### src/rtl/glb_bank_arbiter.sv
// Three-requester arbiter in front of one global-buffer bank: grants one command per cycle,
// registers it to the bank, and routes read returns back by tag. Define GLB_BANK_ARB_RR_EN for round-robin.
module glb_bank_arbiter #(
    parameter int BANK_ADDR_WIDTH = 17,
    parameter int BANK_DATA_WIDTH = 64,
    parameter int RD_LATENCY      = 3
) (
    input  logic                         clk,
    input  logic                         reset,
    input  logic [2:0]                   req_valid,
    input  logic [2:0]                   req_wr,
    input  logic [3*BANK_ADDR_WIDTH-1:0] req_addr,
    input  logic [3*BANK_DATA_WIDTH-1:0] req_data,
    input  logic [3*BANK_DATA_WIDTH-1:0] req_bit_sel,
    output logic [2:0]                   req_gnt,
    output logic [BANK_DATA_WIDTH-1:0]   rd_data,
    output logic [2:0]                   rd_valid,
    output logic                         mem_ren,
    output logic                         mem_wen,
    output logic [BANK_ADDR_WIDTH-1:0]   mem_addr,
    output logic [BANK_DATA_WIDTH-1:0]   mem_data_in,
    output logic [BANK_DATA_WIDTH-1:0]   mem_bit_sel,
    input  logic [BANK_DATA_WIDTH-1:0]   mem_rd_data,
    output logic [2:0]                   rd_pending
);
    localparam int TAG_STAGES = RD_LATENCY + 1;

    logic [2:0]                 gnt_raw;
    logic                       accept;
    logic                       win_wr;
    logic [1:0]                 win_id;
    logic [BANK_ADDR_WIDTH-1:0] win_addr;
    logic [BANK_DATA_WIDTH-1:0] win_data;
    logic [BANK_DATA_WIDTH-1:0] win_bit_sel;
    logic                       retire;

    logic       tag_vld_p [TAG_STAGES];
    logic [1:0] tag_id_p  [TAG_STAGES];

    // Counter never exceeds the tag pipeline depth and never goes below zero.
    function automatic logic [2:0] next_pending(input logic [2:0] cur, input logic inc, input logic dec);
        if (inc && !dec && cur < 3'(TAG_STAGES))
            return cur + 3'd1;
        if (dec && !inc && cur != 3'd0)
            return cur - 3'd1;
        return cur;
    endfunction

`ifdef GLB_BANK_ARB_RR_EN
    logic [1:0] ptr;

    function automatic logic [1:0] wrap_inc(input logic [1:0] i);
        return (i == 2'd2) ? 2'd0 : i + 2'd1;
    endfunction

    always_comb begin
        logic [1:0] idx;
        gnt_raw = '0;
        idx     = ptr;
        for (int k = 0; k < 3; k++) begin
            if (gnt_raw == 3'b000 && req_valid[idx])
                gnt_raw[idx] = 1'b1;
            idx = wrap_inc(idx);
        end
    end

    always_ff @(posedge clk or posedge reset) begin
        if (reset)
            ptr <= 2'd0;
        else if (accept)
            ptr <= wrap_inc(win_id);
    end
`else
    always_comb begin
        gnt_raw = '0;
        if (req_valid[0])
            gnt_raw = 3'b001;
        else if (req_valid[1])
            gnt_raw = 3'b010;
        else if (req_valid[2])
            gnt_raw = 3'b100;
    end
`endif

    assign req_gnt = reset ? 3'b000 : gnt_raw;
    assign accept  = |req_gnt;

    always_comb begin
        win_id      = 2'd0;
        win_wr      = 1'b0;
        win_addr    = '0;
        win_data    = '0;
        win_bit_sel = '0;
        for (int i = 0; i < 3; i++) begin
            if (req_gnt[i]) begin
                win_id      = 2'(i);
                win_wr      = req_wr[i];
                win_addr    = req_addr[i*BANK_ADDR_WIDTH +: BANK_ADDR_WIDTH];
                win_data    = req_data[i*BANK_DATA_WIDTH +: BANK_DATA_WIDTH];
                win_bit_sel = req_bit_sel[i*BANK_DATA_WIDTH +: BANK_DATA_WIDTH];
            end
        end
    end

    // Stage 0: command register to the bank; tag pipeline tracks reads until data returns.
    always_ff @(posedge clk or posedge reset) begin
        if (reset) begin
            mem_ren     <= 1'b0;
            mem_wen     <= 1'b0;
            mem_addr    <= '0;
            mem_data_in <= '0;
            mem_bit_sel <= '0;
            rd_pending  <= 3'd0;
            for (int s = 0; s < TAG_STAGES; s++) begin
                tag_vld_p[s] <= 1'b0;
                tag_id_p[s]  <= 2'd0;
            end
        end else begin
            mem_ren <= accept & ~win_wr;
            mem_wen <= accept & win_wr;
            if (accept) begin
                mem_addr    <= win_addr;
                mem_data_in <= win_data;
                mem_bit_sel <= win_bit_sel;
            end
            tag_vld_p[0] <= accept & ~win_wr;
            tag_id_p[0]  <= win_id;
            for (int s = 1; s < TAG_STAGES; s++) begin
                tag_vld_p[s] <= tag_vld_p[s-1];
                tag_id_p[s]  <= tag_id_p[s-1];
            end
            rd_pending <= next_pending(rd_pending, accept & ~win_wr, retire);
        end
    end

    // Final stage lines up with the bank's read data.
    assign retire   = tag_vld_p[RD_LATENCY];
    assign rd_valid = retire ? (3'b001 << tag_id_p[RD_LATENCY]) : 3'b000;
    assign rd_data  = mem_rd_data;

endmodule

### config.mk
export PLATFORM = sky130hd
export DESIGN_NAME = glb_bank_arbiter
export DESIGN_NICKNAME = d
export VERILOG_FILES = /design/src/rtl/glb_bank_arbiter.sv
export SDC_FILE = /design/constraint.sdc
export NUM_CORES = 1
export LEC_CHECK = 0
export ABC_AREA = 1
export CORE_AREA = 10 10 274 276
export DETAILED_ROUTE_END_ITERATION = 8
export DIE_AREA = 0 0 284 286
export GPL_TIMING_DRIVEN = 1
export PLACE_DENSITY = 0.41
export SYNTH_ARGS = -nofsm -noshare
export SYNTH_HDL_FRONTEND = slang
export SYNTH_SLANG_ARGS = --single-unit
### constraint.sdc
create_clock -name clk -period 8.45 [get_ports clk]
set_input_delay 1.2675 -clock clk [delete_from_list [all_inputs] [get_ports clk]]
set_output_delay 1.2675 -clock clk [all_outputs]
set_load 0.05 [all_outputs]
==> results of run 1 <==
[through the flow]
step	setup slack (ps)	instance area (µm²)	hold slack [ps]	total power [µW]
final	3010	15000	346	2860
after CTS	2850	15000	354	2930
after floorplan	3150	8010	331	1610
after global routing	2720	15000	357	3020
after global placement	2860	14400	332	2080
after detailed placement	2850	14400	338	2080
[where the power goes]
| part | switching (µW) | internal (µW) |
|---|---|---|
| clock | 389 | 423 |
| combinational | 657 | 438 |
| sequential | 70.4 | 879 |
[logic make-up (layout without fill, tap and decap cells)]
kind of cell | count (synthesis) | count (layout) | synth area share [%]
AOI/OAI and AO/OA | 146 | 146 | 13.6
xor gates and xnor gates | 1 | 1 | 0.109
buffers and inverters | 144 | 656 | 11.0
other | 0 | 1 | 0
adders and majority gates | 3 | 3 | 0.469
and+or+nand+nor | 469 | 469 | 24.5
DFF | 161 | 161 | 50.3
[final cells by class]
| cell class | instances | area, µm² | share of cell area [%] |
|---|---|---|---|
| timing repair buffer | 608 | 6060 | 40.3 |
| sequential | 161 | 4030 | 26.8 |
| multi-input combinational | 619 | 3110 | 20.7 |
| tap | 940 | 1180 | 7.82 |
| clock buffer | 18 | 439 | 2.92 |
| clock inverter | 14 | 150 | 0.998 |
| inverter | 16 | 72.6 | 0.483 |
| antenna | 1 | 2.50 | 0.0166 |
[worst reg2reg max path, cell delays in order (launching register included)]
cell	delay [ps]
dfrtp_1	410
inv_1	110
ha_1	200
nand2_1	80
nand3_1	150
nand3_1	110
nand2_1	60
[layer usage]
layer	track usage [%]	wire, µm	vias up
met5	0	0	-
met4	4.48	1150	0
met3	4.48	4030	43
met2	16.9	20500	436
met1	12.1	18000	4052
li1	-	-	4118
[placed cells by master (no fill, tap or decap)]
| cell | synthesis | final |
|---|---|---|
| clkinv_4 | 0 | 3 |
| clkinv_2 | 0 | 1 |
| nor2_1 | 6 | 5 |
| clkinv_8 | 0 | 1 |
| inv_2 | 4 | 1 |
| clkinvlp_4 | 0 | 4 |
| ha_1 | 3 | 3 |
| buf_4 | 70 | 10 |
| nand3_1 | 153 | 153 |
| nand2_1 | 305 | 305 |
| diode_2 | 0 | 1 |
| inv_8 | 0 | 3 |
| inv_1 | 12 | 11 |
| a22oi_1 | 145 | 145 |
| clkdlybuf4s50_1 | 0 | 598 |
| nor3_1 | 2 | 2 |
| bufinv_16 | 0 | 1 |
| nor2_4 | 0 | 1 |
| clkbuf_8 | 0 | 1 |
| inv_4 | 0 | 3 |
| xor2_1 | 1 | 1 |
| clkbuf_16 | 0 | 17 |
| dfrtp_1 | 161 | 161 |
| inv_6 | 0 | 2 |
| o21ai_1 | 1 | 1 |
| nand4_1 | 3 | 3 |
[flip-flops by register name (all words and copies together) (netlist names)]
register / flops
mem_bit_sel: 64
tag_id_p: 8
tag_vld_p: 3
mem_addr: 17
retire: 1
rd_pending: 3
mem_data_in: 64
mem_wen: 1
[worst paths after layout]
kind | depth (start not counted) | slack, ps | start | to
worst max-delay path | 5 | 3010 | reset | req_gnt[1]
worst min-delay path | 0 | 350 | tag_id_p[7]$_DFF_PP0_ | tag_id_p[5]$_DFF_PP0_
worst max register to register | 6 | 7220 | rd_pending[0]$_DFFE_PP0P_ | rd_pending[1]$_DFFE_PP0P_
worst min register to register | 0 | 350 | tag_id_p[7]$_DFF_PP0_ | tag_id_p[5]$_DFF_PP0_
max in group asynchronous | 3 | 5870 | reset | mem_addr[2]$_DFFE_PP0P_
min in group asynchronous | 2 | 1320 | reset | mem_bit_sel[25]$_DFFE_PP0P_
==> summary.md, run 1 <==
| Metric | Value |
|---|---|
| First-pass GRT wire length | `63800 µm` |
| Tightest Pin Transition | `971 ps` |
| Number of H-tree levels | `4` |
| Top-area cell type share of the netlist area | `50.3%` |
| Rows | `97` |
| Cts hold-fix bufs | `0` |
| Filler Cells Inserted | `7630` |
| Crit path kind | `input port to primary output` |
| Peak supply drop | `0.000124 V` |
| Ys async rst share | `100%` |
| Status | `complete, no violations` |
| Largest net degree at the start of global routing | `78` |
| Avg Cell Area, Syn | `8.67 µm²` |
| I/O Buffers | `598` |
| Synth area leader | `dfrtp_1` |
| RSZ-0062 raised after global routing | `no` |
| GRT Resource Usage Total | `10.5%` |
| Synth unique cells | `15` |
| Layout Utilization | `21.6%` |
| Crit path max fanout | `77` |
| CTS Buffer Depth | `2` |
| Mapped Cells | `924` |
| Final WL | `43700 µm` |
| Final Max Tran Viols | `0` |
| Die Span Y | `286 µm` |
| CTS clk-pin slew, worst paths | `70 ps` |
| Cell Chain, Critical Path | `clkdlybuf4s50_1 -> inv_6 -> nand3_1 -> inv_4 -> clkdlybuf4s50_1` |
| CTS resizes | `0` |
| RD Place Congestion | `0.808` |
| NumNets Final | `1933` |
| Hold WC Path Type | `flop to flop` |
| Initial antenna violation count | `1` |
| Critical Path RT | `7180 ps` |
| P_leak | `0.00600 µW` |
| Number of flops mapped to enable cells by yosys | `0` |
| Rel. slew slack | `35.3%` |
| Non-Filler Instances | `2377` |
| Drt drc | `0` |
| CTS sink count | `161` |
| CTS Buf Count | `17` |
| Top cells by count, synth | `nand2_1, dfrtp_1, nand3_1` |
| Post-CTS setup buffers | `0` |
| Core box area | `0.0695 mm²` |
| DR vias/cell | `3.64` |
| Max Clock Skew | `4.44 ps` |
| P&R area growth vs syn | `87.7%` |
| GRT overflow | `0` |
| Number of global-route vias before repair | `9349` |
| # IOs | `727` |
| Sequential fraction of the synthesis area | `50.3%` |
| Drt wl/cell | `18.4 µm` |
| CTS tree | `done` |
| CP Buf/Inv Count | `4` |
| CP max stage delay | `960 ps` |
| Final hold violations | `0` |
| Die W | `284 µm` |
| CP delay by family, top | `buffers and inverters` |
| Min Tclk post-route | `5440 ps` |
| Vias | `8649` |
| Post-synth net total | `1434` |
| Most used cell, CP | `clkdlybuf4s50_1` |
| Routed Antenna Nets | `0` |
| #FFs+latches synth | `161` |
| TNS Setup | `0 ps` |
| Initial Util | `11.5%` |
| Final setup fails | `0` |
| YS warnings | `0` |
| Max_cap viols | `0` |
| Post-Syn Area | `0.00801 mm²` |
| Drt initial violations | `387` |
| Worst setup EP type | `primary output` |
| Most frequently used flop master after synthesis | `dfrtp_1` |
| Skew-Pair Late Insertion Delay | `470 ps` |
| Top area cells in the synthesized netlist | `dfrtp_1, nand2_1, a22oi_1` |
| Tcrit/Tclk final | `64.3%` |
| Root Buffer | `clkbuf_16` |
| CP Launch Type | `input port` |
| Pwr/cell area | `190 mW/mm²` |
| DP Cell Count | `2344` |
| DRT Pass-1 Iters | `5` |
| DP Wirelength | `34500 µm` |
| Slowest stage cell, crit path | `clkdlybuf4s50_1` |
| Layout cells sized above 1 | `3.34%` |
| Die area | `0.0812 mm²` |
| Maximum clock rate | `0.184 GHz` |
| Top-count cell post-synth | `nand2_1` |
| Arr. time, crit path | `4170 ps` |
Power figures use the tool's default switching activity.
==> inputs of run 2 (changes only) <==
==> constraint.sdc (replaced) <==
create_clock -name clk -period 5.65 [get_ports clk]
set_input_delay 0.8475 -clock clk [delete_from_list [all_inputs] [get_ports clk]]
set_output_delay 0.8475 -clock clk [all_outputs]
set_load 0.05 [all_outputs]
==> summary.md, run 2 (synthesis results as in run 1) <==
| Metric | Value |
|---|---|
| Status | `complete, no violations` |
| Most used cell, CP | `clkdlybuf4s50_1` |
| Layout cells sized above 1 | `3.34%` |
| Top Registers | `mem_bit_sel x64, mem_data_in x64, mem_addr x17` |
| Worst setup EP type | `primary output` |
| Tightest Pin Transition | `965 ps` |
| Die area | `0.0812 mm²` |
| Clock share of power | `28.1%` |
| Skew-Pair Late Insertion Delay | `480 ps` |
| Cts hold-fix bufs | `0` |
| Reg2reg start | `rd_pending[0]$_DFFE_PP0P_` |
| Reg-to-reg critical path endpoint | `rd_pending[1]$_DFFE_PP0P_` |
| Drt drc | `0` |
| CTS Buffer Depth | `2` |
| Initial antenna violation count | `3` |
| Drt wl/cell | `18.2 µm` |
| Worst Setup SP | `req_valid[1]` |
| Initial Util | `11.5%` |
| Arr. time, crit path | `2890 ps` |
| Commonest cells after routing, fill and taps aside | `clkdlybuf4s50_1, nand2_1, dfrtp_1, nand3_1, a22oi_1` |
| Drt initial violations | `324` |
| Worst R2R Setup Slack | `4460 ps` |
| CP Launch Type | `input port` |
| Cell Chain, Critical Path | `clkdlybuf4s50_1 -> nor2_1 -> nand2_1 -> inv_4 -> clkdlybuf4s50_1` |
| Crit path max fanout | `15` |
| RD Place Congestion | `0.824` |
| Final setup fails | `0` |
| GRT overflow | `0` |
| DR vias/cell | `3.64` |
| Final Max Tran Viols | `0` |
| GRT Resource Usage Total | `10.4%` |
| Vias | `8644` |
| Critical Path RT | `4800 ps` |
| CTS sink count | `161` |
| CP max stage delay | `850 ps` |
| Most common cell after layout, fill and taps aside | `clkdlybuf4s50_1` |
| DP Wirelength | `34800 µm` |
| CP Buf/Inv Count | `3` |
| Die W | `284 µm` |
| P&R area growth vs syn | `88.0%` |
| Layout Utilization | `21.7%` |
| CP delay by family, top | `buffers and inverters` |
| P_int | `2610 µW` |
| RSZ-0062 raised after global routing | `no` |
| First-pass GRT wire length | `63500 µm` |
| WP depth | `5` |
| Sequential power share | `33.3%` |
| # IOs | `727` |
| Pwr/cell area | `283 mW/mm²` |
| Slowest stage cell, crit path | `clkdlybuf4s50_1` |
| NumNets Final | `1933` |
| Reg2reg path depth | `6` |
| Worst setup path end | `req_gnt[2]` |
| Tcrit/Tclk final | `66.1%` |
| CTS tree | `done` |
| Rows | `97` |
| Combinational power share | `38.6%` |
| Crit path kind | `input port to primary output` |
| TNS Setup | `0 ps` |
| Hold WC Path Type | `flop to flop` |
| Die Span Y | `286 µm` |
| Min Tclk post-route | `3730 ps` |
| Number of global-route vias before repair | `9391` |
| Root Buffer | `clkbuf_16` |
| Maximum clock rate | `0.268 GHz` |
| Peak supply drop | `0.000143 V` |
| Core box area | `0.0695 mm²` |
| Largest net degree at the start of global routing | `76` |
| Sw frac | `38.8%` |
| Total power | `4270 µW` |
| Max_cap viols | `0` |
| Post-CTS setup buffers | `0` |
| Number of H-tree levels | `4` |
| Final WL | `43300 µm` |
| CTS Buf Count | `17` |
| P_leak | `0.00602 µW` |
| CTS resizes | `0` |
| CTS clk-pin slew, worst paths | `60 ps` |
| I/O Buffers | `598` |
| P_sw | `1660 µW` |
| Routed Antenna Nets | `0` |
| Final hold violations | `0` |
| DRT Pass-1 Iters | `4` |
| Rel. slew slack | `35.7%` |
| Max Clock Skew | `12.2 ps` |
[run 2: cell types whose count changed in the layout (fill, tap and decap cells not counted)]
| cell | before | now |
|---|---|---|
| clkbuf_1 | 0 | 1 |
| clkdlybuf4s50_1 | 598 | 597 |
| clkinv_8 | 1 | 0 |
| clkinvlp_4 | 4 | 2 |
| clkbuf_8 | 1 | 2 |
| buf_12 | 0 | 3 |
| buf_4 | 10 | 8 |
| inv_6 | 2 | 5 |
| inv_8 | 3 | 1 |
[run 2: routing by layer]
metal	vias to the layer above	track usage (%)	routed length, µm
li1	4109	-	-
met1	4029	11.8	17600
met2	454	17.0	20500
met3	48	4.72	4050
met4	4	4.09	1110
met5	-	0	31
[run 2: how the worst min path moves through the flow]
stage / start / endpoint / slack (ps) / cells past startpoint
floorplan: tag_vld_p[1]$_DFF_PP0_ / retire$_DFF_PP0_ / 330 / 0
global placement: tag_vld_p[1]$_DFF_PP0_ / retire$_DFF_PP0_ / 330 / 0
detailed placement: tag_vld_p[1]$_DFF_PP0_ / retire$_DFF_PP0_ / 340 / 0
CTS: tag_vld_p[1]$_DFF_PP0_ / retire$_DFF_PP0_ / 350 / 0
global route: tag_id_p[4]$_DFF_PP0_ / tag_id_p[2]$_DFF_PP0_ / 370 / 0
finish: tag_vld_p[1]$_DFF_PP0_ / retire$_DFF_PP0_ / 350 / 0
[run 2: cell type report]
cell class / instances / area (µm²)
Multi-Input combinational cell: 619 / 3110
Tap cell: 940 / 1180
Fill cell: 7683 / 54500
Timing Repair Buffer: 608 / 6100
Sequential cell: 161 / 4030
Antenna cell: 1 / 2.50
Clock buffer: 20 / 457
Inverter: 16 / 72.6
Clock inverter: 12 / 123
[run 2: power by group through the flow]
stage | clock network (µW) | logic, µW | registers (µW)
6_report | 1200 | 1650 | 1420
5_1_grt | 1320 | 1750 | 1440
4_1_cts | 1280 | 1680 | 1420
3_5_place_dp | 0 | 1670 | 1440
3_3_place_gp | 0 | 1670 | 1440
2_1_floorplan | 0 | 416 | 1990
[run 2: per-stage QoR]
stage	hold slack, ps	area [µm²]	cells	worst slack [ps]
global route	365	15100	2377	1800
detailed placement	337	14500	2344	1910
floorplan	331	8010	924	1190
global placement	335	14500	2344	1830
finish	349	15100	2377	1920
CTS	352	15100	2376	1900
